$ cat config.mk
export PLATFORM = sky130hd
export DESIGN_NAME = knn_topk_sorter_flat
export DESIGN_NICKNAME = d
export VERILOG_FILES = /design/src/rtl/knn_topk_sorter_if.sv /design/src/rtl/knn_topk_sorter.sv /design/src/flat_wrapper.sv
export SDC_FILE = /design/constraint.sdc
export NUM_CORES = 1
export LEC_CHECK = 0
export CORE_UTILIZATION = 30
export DETAILED_ROUTE_END_ITERATION = 8
export PLACE_DENSITY = 0.48
export SYNTH_ARGS = -nofsm -noshare
export SYNTH_HDL_FRONTEND = slang
export SYNTH_SLANG_ARGS = --single-unit
$ cat constraint.sdc
create_clock -name clk -period 8.3 [get_ports clk]
set_clock_uncertainty 0.15 [all_clocks]
set_input_delay 1.66 -clock clk [delete_from_list [all_inputs] [get_ports clk]]
set_output_delay 1.66 -clock clk [all_outputs]
set_load 0.1 [all_outputs]
$ cat src/rtl/knn_topk_sorter_if.sv
// Distance-beat stream from the clustered distance units into the top-K sorter.
interface knn_topk_sorter_if #(
  parameter int unsigned SIZE  = 32,
  parameter int unsigned LANES = 2,
  parameter int unsigned IDX_W = 8
);
  logic             in_valid;
  logic             in_ready;
  logic [SIZE-1:0]  in_dst [LANES];
  logic [IDX_W-1:0] in_idx;
  logic             in_last;

  modport master (
    output in_valid, in_dst, in_idx, in_last,
    input  in_ready
  );

  modport slave (
    input  in_valid, in_dst, in_idx, in_last,
    output in_ready
  );
endinterface

$ cat src/rtl/knn_topk_sorter.sv
// KNN top-K sorter: absorbs beats of LANES distances one lane per cycle and
// keeps the K smallest (distance, point index) pairs sorted ascending.
module knn_topk_sorter #(
  parameter int unsigned SIZE  = 32,
  parameter int unsigned LANES = 2,
  parameter int unsigned K     = 3,
  parameter int unsigned IDX_W = 8
) (
  input  logic                     clk,
  input  logic                     rst,
  input  logic                     start,
  knn_topk_sorter_if.slave         strm,
  output logic [SIZE-1:0]          out_dst [K],
  output logic [IDX_W-1:0]         out_idx [K],
  output logic [$clog2(K+1)-1:0]   out_count,
  output logic                     out_valid,
  output logic                     busy
);

  localparam int unsigned CW   = $clog2(K + 1);
  localparam int unsigned LP_W = (LANES > 1) ? $clog2(LANES) : 1;

  typedef enum logic [1:0] {
    IDLE,
    COLLECT,
    INSERT,
    DONE
  } state_t;

  state_t state_q, state_d;

  // beat buffer
  logic [SIZE-1:0]  buf_dst [LANES];
  logic [IDX_W-1:0] buf_idx;
  logic             buf_last;
  logic [LP_W-1:0]  ptr_q;

  // sorted list
  logic [SIZE-1:0]  lst_dst [K];
  logic [IDX_W-1:0] lst_idx [K];
  logic [K-1:0]     lst_vld;
  logic [CW-1:0]    cnt_q;

  // control
  logic accept;
  logic do_ins;
  logic clr;

  // insertion datapath
  logic [SIZE-1:0]  cand_d;
  logic [IDX_W-1:0] cand_i;
  logic [SIZE-1:0]  nxt_dst [K];
  logic [IDX_W-1:0] nxt_idx [K];
  logic [K-1:0]     nxt_vld;
  logic             any_hit;
  logic             hit;
  logic             found;
  logic [SIZE-1:0]  prev_d;
  logic [IDX_W-1:0] prev_i;
  logic             prev_v;

  // State register
  always_ff @(posedge clk or posedge rst) begin
    if (rst) state_q <= IDLE;
    else     state_q <= state_d;
  end

  // Next-state and handshake outputs; start overrides everything
  always_comb begin
    state_d       = state_q;
    strm.in_ready = 1'b0;
    out_valid     = 1'b0;
    busy          = 1'b0;
    accept        = 1'b0;
    do_ins        = 1'b0;
    clr           = 1'b0;
    case (state_q)
      IDLE: ;
      COLLECT: begin
        strm.in_ready = 1'b1;
        busy          = 1'b1;
        if (strm.in_valid) begin
          accept  = 1'b1;
          state_d = INSERT;
        end
      end
      INSERT: begin
        busy   = 1'b1;
        do_ins = 1'b1;
        if (ptr_q == LP_W'(LANES - 1))
          state_d = buf_last ? DONE : COLLECT;
      end
      DONE: out_valid = 1'b1;
      default: state_d = IDLE;
    endcase
    if (start) begin
      clr     = 1'b1;
      accept  = 1'b0;
      do_ins  = 1'b0;
      state_d = COLLECT;
    end
  end

  // Candidate lands at the first slot that is empty or holds a strictly
  // larger distance; everything from there down shifts by one slot. The
  // list keeps valid entries as a sorted prefix, so "first hit" suffices.
  always_comb begin
    cand_d  = buf_dst[ptr_q];
    cand_i  = buf_idx + IDX_W'(ptr_q);
    found   = 1'b0;
    hit     = 1'b0;
    prev_d  = '1;
    prev_i  = '0;
    prev_v  = 1'b0;
    for (int unsigned j = 0; j < K; j++) begin
      hit        = !lst_vld[j] || (cand_d < lst_dst[j]);
      nxt_dst[j] = lst_dst[j];
      nxt_idx[j] = lst_idx[j];
      nxt_vld[j] = lst_vld[j];
      if (found) begin
        nxt_dst[j] = prev_d;
        nxt_idx[j] = prev_i;
        nxt_vld[j] = prev_v;
      end else if (hit) begin
        nxt_dst[j] = cand_d;
        nxt_idx[j] = cand_i;
        nxt_vld[j] = 1'b1;
      end
      prev_d = lst_dst[j];
      prev_i = lst_idx[j];
      prev_v = lst_vld[j];
      found  = found | hit;
    end
    any_hit = found;
  end

  // Beat capture and lane pointer
  always_ff @(posedge clk or posedge rst) begin
    if (rst) begin
      for (int unsigned l = 0; l < LANES; l++) buf_dst[l] <= '0;
      buf_idx  <= '0;
      buf_last <= 1'b0;
      ptr_q    <= '0;
    end else if (clr) begin
      buf_last <= 1'b0;
      ptr_q    <= '0;
    end else if (accept) begin
      for (int unsigned l = 0; l < LANES; l++) buf_dst[l] <= strm.in_dst[l];
      buf_idx  <= strm.in_idx;
      buf_last <= strm.in_last;
      ptr_q    <= '0;
    end else if (do_ins) begin
      ptr_q <= ptr_q + LP_W'(1);
    end
  end

  // Sorted list update and saturating entry count
  always_ff @(posedge clk or posedge rst) begin
    if (rst) begin
      for (int unsigned j = 0; j < K; j++) begin
        lst_dst[j] <= '1;
        lst_idx[j] <= '0;
      end
      lst_vld <= '0;
      cnt_q   <= '0;
    end else if (clr) begin
      for (int unsigned j = 0; j < K; j++) begin
        lst_dst[j] <= '1;
        lst_idx[j] <= '0;
      end
      lst_vld <= '0;
      cnt_q   <= '0;
    end else if (do_ins) begin
      for (int unsigned j = 0; j < K; j++) begin
        lst_dst[j] <= nxt_dst[j];
        lst_idx[j] <= nxt_idx[j];
      end
      lst_vld <= nxt_vld;
      if (any_hit && (cnt_q < CW'(K))) cnt_q <= cnt_q + CW'(1);
    end
  end

  assign out_dst   = lst_dst;
  assign out_idx   = lst_idx;
  assign out_count = cnt_q;

endmodule

$ cat src/flat_wrapper.sv
// flat-port wrapper written by rule: the top's interface ports become plain ports
module knn_topk_sorter_flat 
#(
  parameter int unsigned SIZE  = 32,
  parameter int unsigned LANES = 2,
  parameter int unsigned K     = 3,
  parameter int unsigned IDX_W = 8
)
  (clk, rst, start, out_dst, out_idx, out_count, out_valid, busy, strm_in_valid, strm_in_dst, strm_in_idx, strm_in_last, strm_in_ready);
  knn_topk_sorter_if #(.SIZE(SIZE), .LANES(LANES), .IDX_W(IDX_W)) strm_i ();
  input  logic clk;
  input  logic rst;
  input  logic start;
  output logic [SIZE-1:0] out_dst[K];
  output logic [IDX_W-1:0] out_idx[K];
  output logic [$clog2(K+1)-1:0] out_count;
  output logic out_valid;
  output logic busy;
  input wire logic [$bits(strm_i.in_valid)-1:0] strm_in_valid;
  input wire logic [$bits(strm_i.in_dst)-1:0] strm_in_dst;
  input wire logic [$bits(strm_i.in_idx)-1:0] strm_in_idx;
  input wire logic [$bits(strm_i.in_last)-1:0] strm_in_last;
  output wire logic [$bits(strm_i.in_ready)-1:0] strm_in_ready;
  assign strm_i.in_valid = strm_in_valid;
  assign strm_i.in_dst = {>>{strm_in_dst}};
  assign strm_i.in_idx = strm_in_idx;
  assign strm_i.in_last = strm_in_last;
  assign strm_in_ready = strm_i.in_ready;
  knn_topk_sorter #(.SIZE(SIZE), .LANES(LANES), .K(K), .IDX_W(IDX_W)) u_core (.clk(clk), .rst(rst), .start(start), .strm(strm_i), .out_dst(out_dst), .out_idx(out_idx), .out_count(out_count), .out_valid(out_valid), .busy(busy));
endmodule
==> impl_metrics.ini, run 1 <==
[setup_path]
path_buf_inv = 4
path_cells = buf_4 > mux2i_1 > inv_1 > ha_1 > nand3_1 > a311oi_1 > o311ai_2 > a21oi_4 > buf_4 > o22ai_4 > nor3_4 > buf_4 > a221o_1
rr_startpoint = u_core.ptr_q
cpPeakStageDelay_ns = 0.74
arrival_ns = 5.59
start_kind = flop
cp_common_cell = buf_4
worstSetupPathType = flop to flop
crit_required_ns = 8.62
rrSetupSlack_ns = 3.04
cp_max_fo = 40
crit_slowest_cell = dfrtp_2
r2r-end = u_core.prev_d[25]
rr_worst_depth = 13
crit_family = buffers and inverters
cp-end-kind = flop

[finish]
synthToLayoutAreaGrowth_pct = 28.9
final_area_sq_um = 15000
utilization_pct = 39.7
nNetsFinal = 1462
drive_gt1_share_pct = 19.3
diodes = 0
fin_cells = 1817
final_common_cell = clkdlybuf4s50_1
layout_common_cells = clkdlybuf4s50_1 (201), inv_1 (147), dfrtp_1 (104), ha_1 (98), dfstp_2 (96)

[grt]
antenna_found_initial = 0
grt_use_total_pct = 19.4
grt-ovfl-total = 0
grt_pass1_vias = 9717
grt_pass1_wl_microns = 58700
grt_start_max_net_pins = 88

[power]
pwr-share-comb_pct = 50.0
power.leakage_nw = 6.78
p_per_area_nw_per_um2 = 364
pwr-share-seq_pct = 29.3
p_sw_mw = 2.58
pwr-share-clk_pct = 20.7
power_mw = 5.48
irDropWorstVdd_mv = 0.258
switching_share_pct = 47.2
internal-power_mw = 2.89

[timing]
setup_slack_ns = 3.04
hold_viol = 0
post-route-period-util_pct = 63.4
hold_slack_ns = 0.354
fin_crit_ns = 5.26
relSlewSlack_pct = 25.1
setup_violations = 0
rsz0062_at_grt = no
max_freq_ghz = 0.190
finalMaxSlewViolations = 0
final.setup.tns_ns = 0
worst_slew_pin_slew_ns = 1.12

[cts]
cts_tree = built
cts_root_buf = clkbuf_16
clk_latency_ns = 0.55
clkSinkCount = 201
ctsHoldBuffers = 0
clk_pin_slew_ns = 0.06
clock_path_buffers = 3
numCtsBuffers = 26
post_cts_resized = 0
ctsHtreeMaxLevel = 1
post-cts-setup-buffers = 0

[place]
dp_hpwl_microns = 25300
placed_area_sq_um = 14200
dpl.cell_count = 1769
place_ws_ns = 2.96
gp_congestion = 0.790
port_buffers = 201

[route]
drcViolationCount = 0
finalWirelength_microns = 38000
avgRoutedWirePerCell_microns = 20.9
dr_total_vias = 9431
ant_nets = 0
drtIter0Drc = 553
avgViaCountPerCell = 5.19
dr.pass1.iters = 5

[synth]
ys.warnings.count = 0
synth-edff-count = 0
synth_seq_area_share_pct = 44.1
synth-seq-cells = 201
syn_area_sq_um = 11700
synthFlopType = dfrtp_1
syn-num-nets = 1292
syn-instance-count = 1116
async_flop_share_pct = 100
avgSynthCellArea_sq_um = 10.5
ys_types = 57

[flow_run]
maxCapViolations = 0

[worst_hold_path]
hold_path.class = flop to flop
hp-start = u_core.buf_dst[6]
min_to = u_core.buf_dst[6]
hold_depth = 1

[floorplanning]
core-area_sq_um = 37900
initial_core_util_pct = 30.8
io_pins = 202
std_cell_rows = 71
die_w_microns = 199
dieArea_sq_um = 39700
fp.dieH_microns = 199

[outcome]
outcome = finished, final reports clean
==> kinds of logic (layout without fill, tap and decap cells) <==
group / after synthesis / count (layout) / share of synthesized area, %
xor+xnor: 7 / 7 / 0.525
buf+inv: 225 / 415 / 7.78
simple gates: 127 / 127 / 5.21
fa+ha+maj: 99 / 99 / 10.6
mux: 115 / 115 / 10.8
compound gates: 342 / 342 / 21.0
flops: 201 / 201 / 44.1
==> worst max path at each step <==
| stage | start | endpoint | cells after the start |
|---|---|---|---|
| 2_1_floorplan | rst | u_core.buf_dst[0] | 1 |
| 3_3_place_gp | u_core.ptr_q | u_core.prev_d[27] | 13 |
| 3_5_place_dp | u_core.ptr_q | u_core.prev_d[26] | 13 |
| 4_1_cts | u_core.ptr_q | u_core.prev_d[16] | 13 |
| 5_1_grt | u_core.ptr_q | u_core.prev_d[22] | 13 |
| 6_report | u_core.ptr_q | u_core.prev_d[25] | 13 |
==> worst reg2reg max path: stages (launching register included) <==
cell      delay (ns)
dfrtp_2         0.74
buf_4           0.51
mux2i_1         0.33
inv_1           0.17
ha_1            0.33
nand3_1         0.11
a311oi_1        0.48
o311ai_2        0.25
a21oi_4         0.20
buf_4           0.49
o22ai_4         0.15
nor3_4          0.72
buf_4           0.37
a221o_1         0.19
==> registers in the layout, indices dropped and copies added (netlist names) <==
name              flops
u_core.out_dst       64
u_core.prev_d        32
u_core.out_count      2
u_core.out_idx       16
u_core.buf_last       1
u_core.prev_i         8
u_core.lst_vld        3
u_core.buf_dst       64
u_core.state_q        2
u_core.ptr_q          1
u_core.buf_idx        8
==> per-layer routing <==
layer	part of all wire (%)	global-route usage [%]	wire (microns)	vias up
met5	0	0	0	-
met4	2.0	4.96	757	0
li1	-	-	-	4466
met3	5.7	3.59	2150	47
met1	47	27.0	17800	4663
met2	45	30.7	17300	255
==> cell usage after synthesis (3+ instances only) <==
master,instances,area (sq um)
xor2_1,5,43.8
clkbuf_1,54,203
mux2_2,73,822
a311oi_1,3,26.3
nor3_1,3,15.0
a31oi_1,3,18.8
a221o_1,34,340
buf_4,3,22.5
dfstp_2,96,2520
dfrtp_1,105,2630
a21o_1,3,22.5
and3_1,4,25.0
nor2_1,13,48.8
nand4_1,8,50.1
buf_6,5,56.3
o31ai_1,31,233
nand2_1,42,158
buf_2,12,60.1
o2bb2ai_1,6,52.6
ha_1,99,1240
a21oi_1,55,275
mux2i_1,41,410
o2111ai_1,40,350
o211ai_1,9,67.6
o21ai_0,91,455
a221oi_2,8,120
inv_1,149,559
a22oi_1,34,255
and4_1,4,35.0
o21ai_1,3,15.0
nand3_1,47,235
==> power groups by stage <==
stage          combinational [mW]  sequential [mW]  clock [mW]
2_1_floorplan                1.24             2.40           0
3_3_place_gp                 2.72             1.63           0
3_5_place_dp                 2.74             1.63           0
4_1_cts                      2.76             1.61        1.17
5_1_grt                      2.96             1.65        1.21
6_report                     2.74             1.61        1.13
==> area by class of cell <==
class | instances | area [sq um]
fill | 3785 | 22900
multi-input combinational | 690 | 5680
sequential | 201 | 5150
timing repair buffer | 217 | 2130
clock buffer | 42 | 801
tap | 511 | 639
inverter | 150 | 571
clock inverter | 6 | 70.1
No activity file was read; power rests on OpenSTA's default activity.
==> run 2: changes to the inputs <==
--- a/config.mk
+++ b/config.mk
@@ -7,7 +7,7 @@
 export LEC_CHECK = 0
 export CORE_UTILIZATION = 30
 export DETAILED_ROUTE_END_ITERATION = 8
-export PLACE_DENSITY = 0.48
+export PLACE_DENSITY = 0.5
 export SYNTH_ARGS = -nofsm -noshare
 export SYNTH_HDL_FRONTEND = slang
 export SYNTH_SLANG_ARGS = --single-unit
==> constraint.sdc (replaced) <==
create_clock -name clk -period 4.5 [get_ports clk]
set_clock_uncertainty 0.15 [all_clocks]
set_input_delay 0.9 -clock clk [delete_from_list [all_inputs] [get_ports clk]]
set_output_delay 0.9 -clock clk [all_outputs]
set_load 0.1 [all_outputs]
==> impl_metrics.ini, run 2 (same netlist as run 1, synthesis figures left out) <==
[place]
port_buffers = 201
placed_area_sq_um = 14500
dpl.cell_count = 1790
dp_hpwl_microns = 27100
gp_congestion = 0.835
place_ws_ns = 0.207

[cts]
ctsHoldBuffers = 0
cts_root_buf = clkbuf_16
post-cts-setup-buffers = 0
ctsHtreeMaxLevel = 1
numCtsBuffers = 26
clk_latency_ns = 0.53
clock_path_buffers = 3
cts_tree = built
clkSinkCount = 201
clk_pin_slew_ns = 0.05
post_cts_resized = 0

[finish]
nNetsFinal = 1483
synthToLayoutAreaGrowth_pct = 31.9
final_common_cell = clkdlybuf4s50_1
final_area_sq_um = 15400
drive_gt1_share_pct = 20.8
diodes = 0
utilization_pct = 40.6
layout_common_cells = clkdlybuf4s50_1 (201), inv_1 (147), dfrtp_1 (104), ha_1 (98), dfstp_2 (96)
fin_cells = 1838

[route]
drtIter0Drc = 677
ant_nets = 0
drcViolationCount = 0
avgRoutedWirePerCell_microns = 21.1
finalWirelength_microns = 38700
dr.pass1.iters = 5
dr_total_vias = 9602
avgViaCountPerCell = 5.22

[floorplanning]
fp.dieH_microns = 199
die_w_microns = 199
std_cell_rows = 71
core-area_sq_um = 37900
io_pins = 202
dieArea_sq_um = 39700
initial_core_util_pct = 30.8

[setup_path]
start_kind = flop
cp_common_cell = a21oi_4
crit_family = compound AO/OA/AOI/OAI gates
arrival_ns = 4.51
worstSetupPathType = flop to flop
cp_max_fo = 21
cp-end-kind = flop
crit_slowest_cell = a21oi_4
path_buf_inv = 3
path_cells = buf_4 > mux2i_1 > inv_1 > ha_1 > nand2_1 > nor4_1 > nand4_1 > a21oi_4 > nor2_1 > a21oi_4 > buf_12 > o2bb2ai_1
cpPeakStageDelay_ns = 0.70
crit_required_ns = 4.79

[worst_hold_path]
hold_path.class = flop to flop

[timing]
post-route-period-util_pct = 93.6
final.setup.tns_ns = 0
rsz0062_at_grt = no
hold_viol = 0
fin_crit_ns = 4.21
finalMaxSlewViolations = 0
hold_slack_ns = 0.352
setup_violations = 0
max_freq_ghz = 0.237
worst_slew_pin_slew_ns = 1.10
setup_slack_ns = 0.287
relSlewSlack_pct = 26.7

[grt]
antenna_found_initial = 0
grt_pass1_wl_microns = 59700
grt-ovfl-total = 0
grt_start_max_net_pins = 74
grt_use_total_pct = 19.7
grt_pass1_vias = 9791

[power]
p_per_area_nw_per_um2 = 671
irDropWorstVdd_mv = 0.724
p_sw_mw = 4.80
pwr-share-comb_pct = 49.8
pwr-share-clk_pct = 21.5
power.leakage_nw = 6.94
pwr-share-seq_pct = 28.6
internal-power_mw = 5.54
power_mw = 10.3
switching_share_pct = 46.4

[flow_run]
maxCapViolations = 0

[outcome]
outcome = finished, final reports clean
[run 2: path summary, 6_finish.rpt]
path | start | endpoint | slack, ns | cells past startpoint
setup / recovery | u_core.ptr_q | u_core.out_idx[18] | 0.29 | 12
hold / removal | u_core.buf_dst[57] | u_core.buf_dst[57] | 0.35 | 1
setup reg to reg | u_core.ptr_q | u_core.out_idx[18] | 0.29 | 12
max in group asynchronous | rst | u_core.prev_d[25] | 2.53 | 3
hold reg to reg | u_core.buf_dst[57] | u_core.buf_dst[57] | 0.35 | 1
min in group asynchronous | rst | u_core.buf_dst[36] | 0.74 | 2
[run 2: layer usage]
metal	global-route usage, %	up-vias	routed length, microns
met3	3.59	37	2450
met2	31.2	295	17600
li1	-	4486	-
met1	27.6	4784	17900
met5	0	-	0
met4	4.33	0	693
[run 2: worst reg2reg max path, stage by stage, from the launching register on]
cell and delay (ns):
dfrtp_2 0.61, buf_4 0.28, mux2i_1 0.34, inv_1 0.17
ha_1 0.30, nand2_1 0.06, nor4_1 0.40, nand4_1 0.32
a21oi_4 0.24, nor2_1 0.13, a21oi_4 0.70, buf_12 0.28
o2bb2ai_1 0.14
[run 2: final cells by class]
class                      count  area [sq um]
timing repair buffer         238          2430
clock buffer                  40           815
fill                        3769         22500
inverter                     150           567
multi-input combinational    690          5680
tap                          511           639
clock inverter                 8           120
sequential                   201          5150
[run 2: power by group through the flow]
stage          clock network (mW)  logic, mW  registers [mW]
2_1_floorplan                   0       2.29            4.43
3_3_place_gp                    0       5.12            2.99
3_5_place_dp                    0       5.16            2.99
4_1_cts                      2.29       5.18            2.97
5_1_grt                      2.36       5.58            3.04
6_report                     2.23       5.15            2.96
==> run 3: changes to the inputs <==
--- a/config.mk
+++ b/config.mk
@@ -7,6 +7,7 @@
 export LEC_CHECK = 0
 export CORE_UTILIZATION = 30
 export DETAILED_ROUTE_END_ITERATION = 8
+export HOLD_SLACK_MARGIN = 0.02
 export PLACE_DENSITY = 0.5
 export SYNTH_ARGS = -nofsm -noshare
 export SYNTH_HDL_FRONTEND = slang
==> results of run 3 <==
Same layout as run 2: the final DEF is identical, and so are final timing and power.
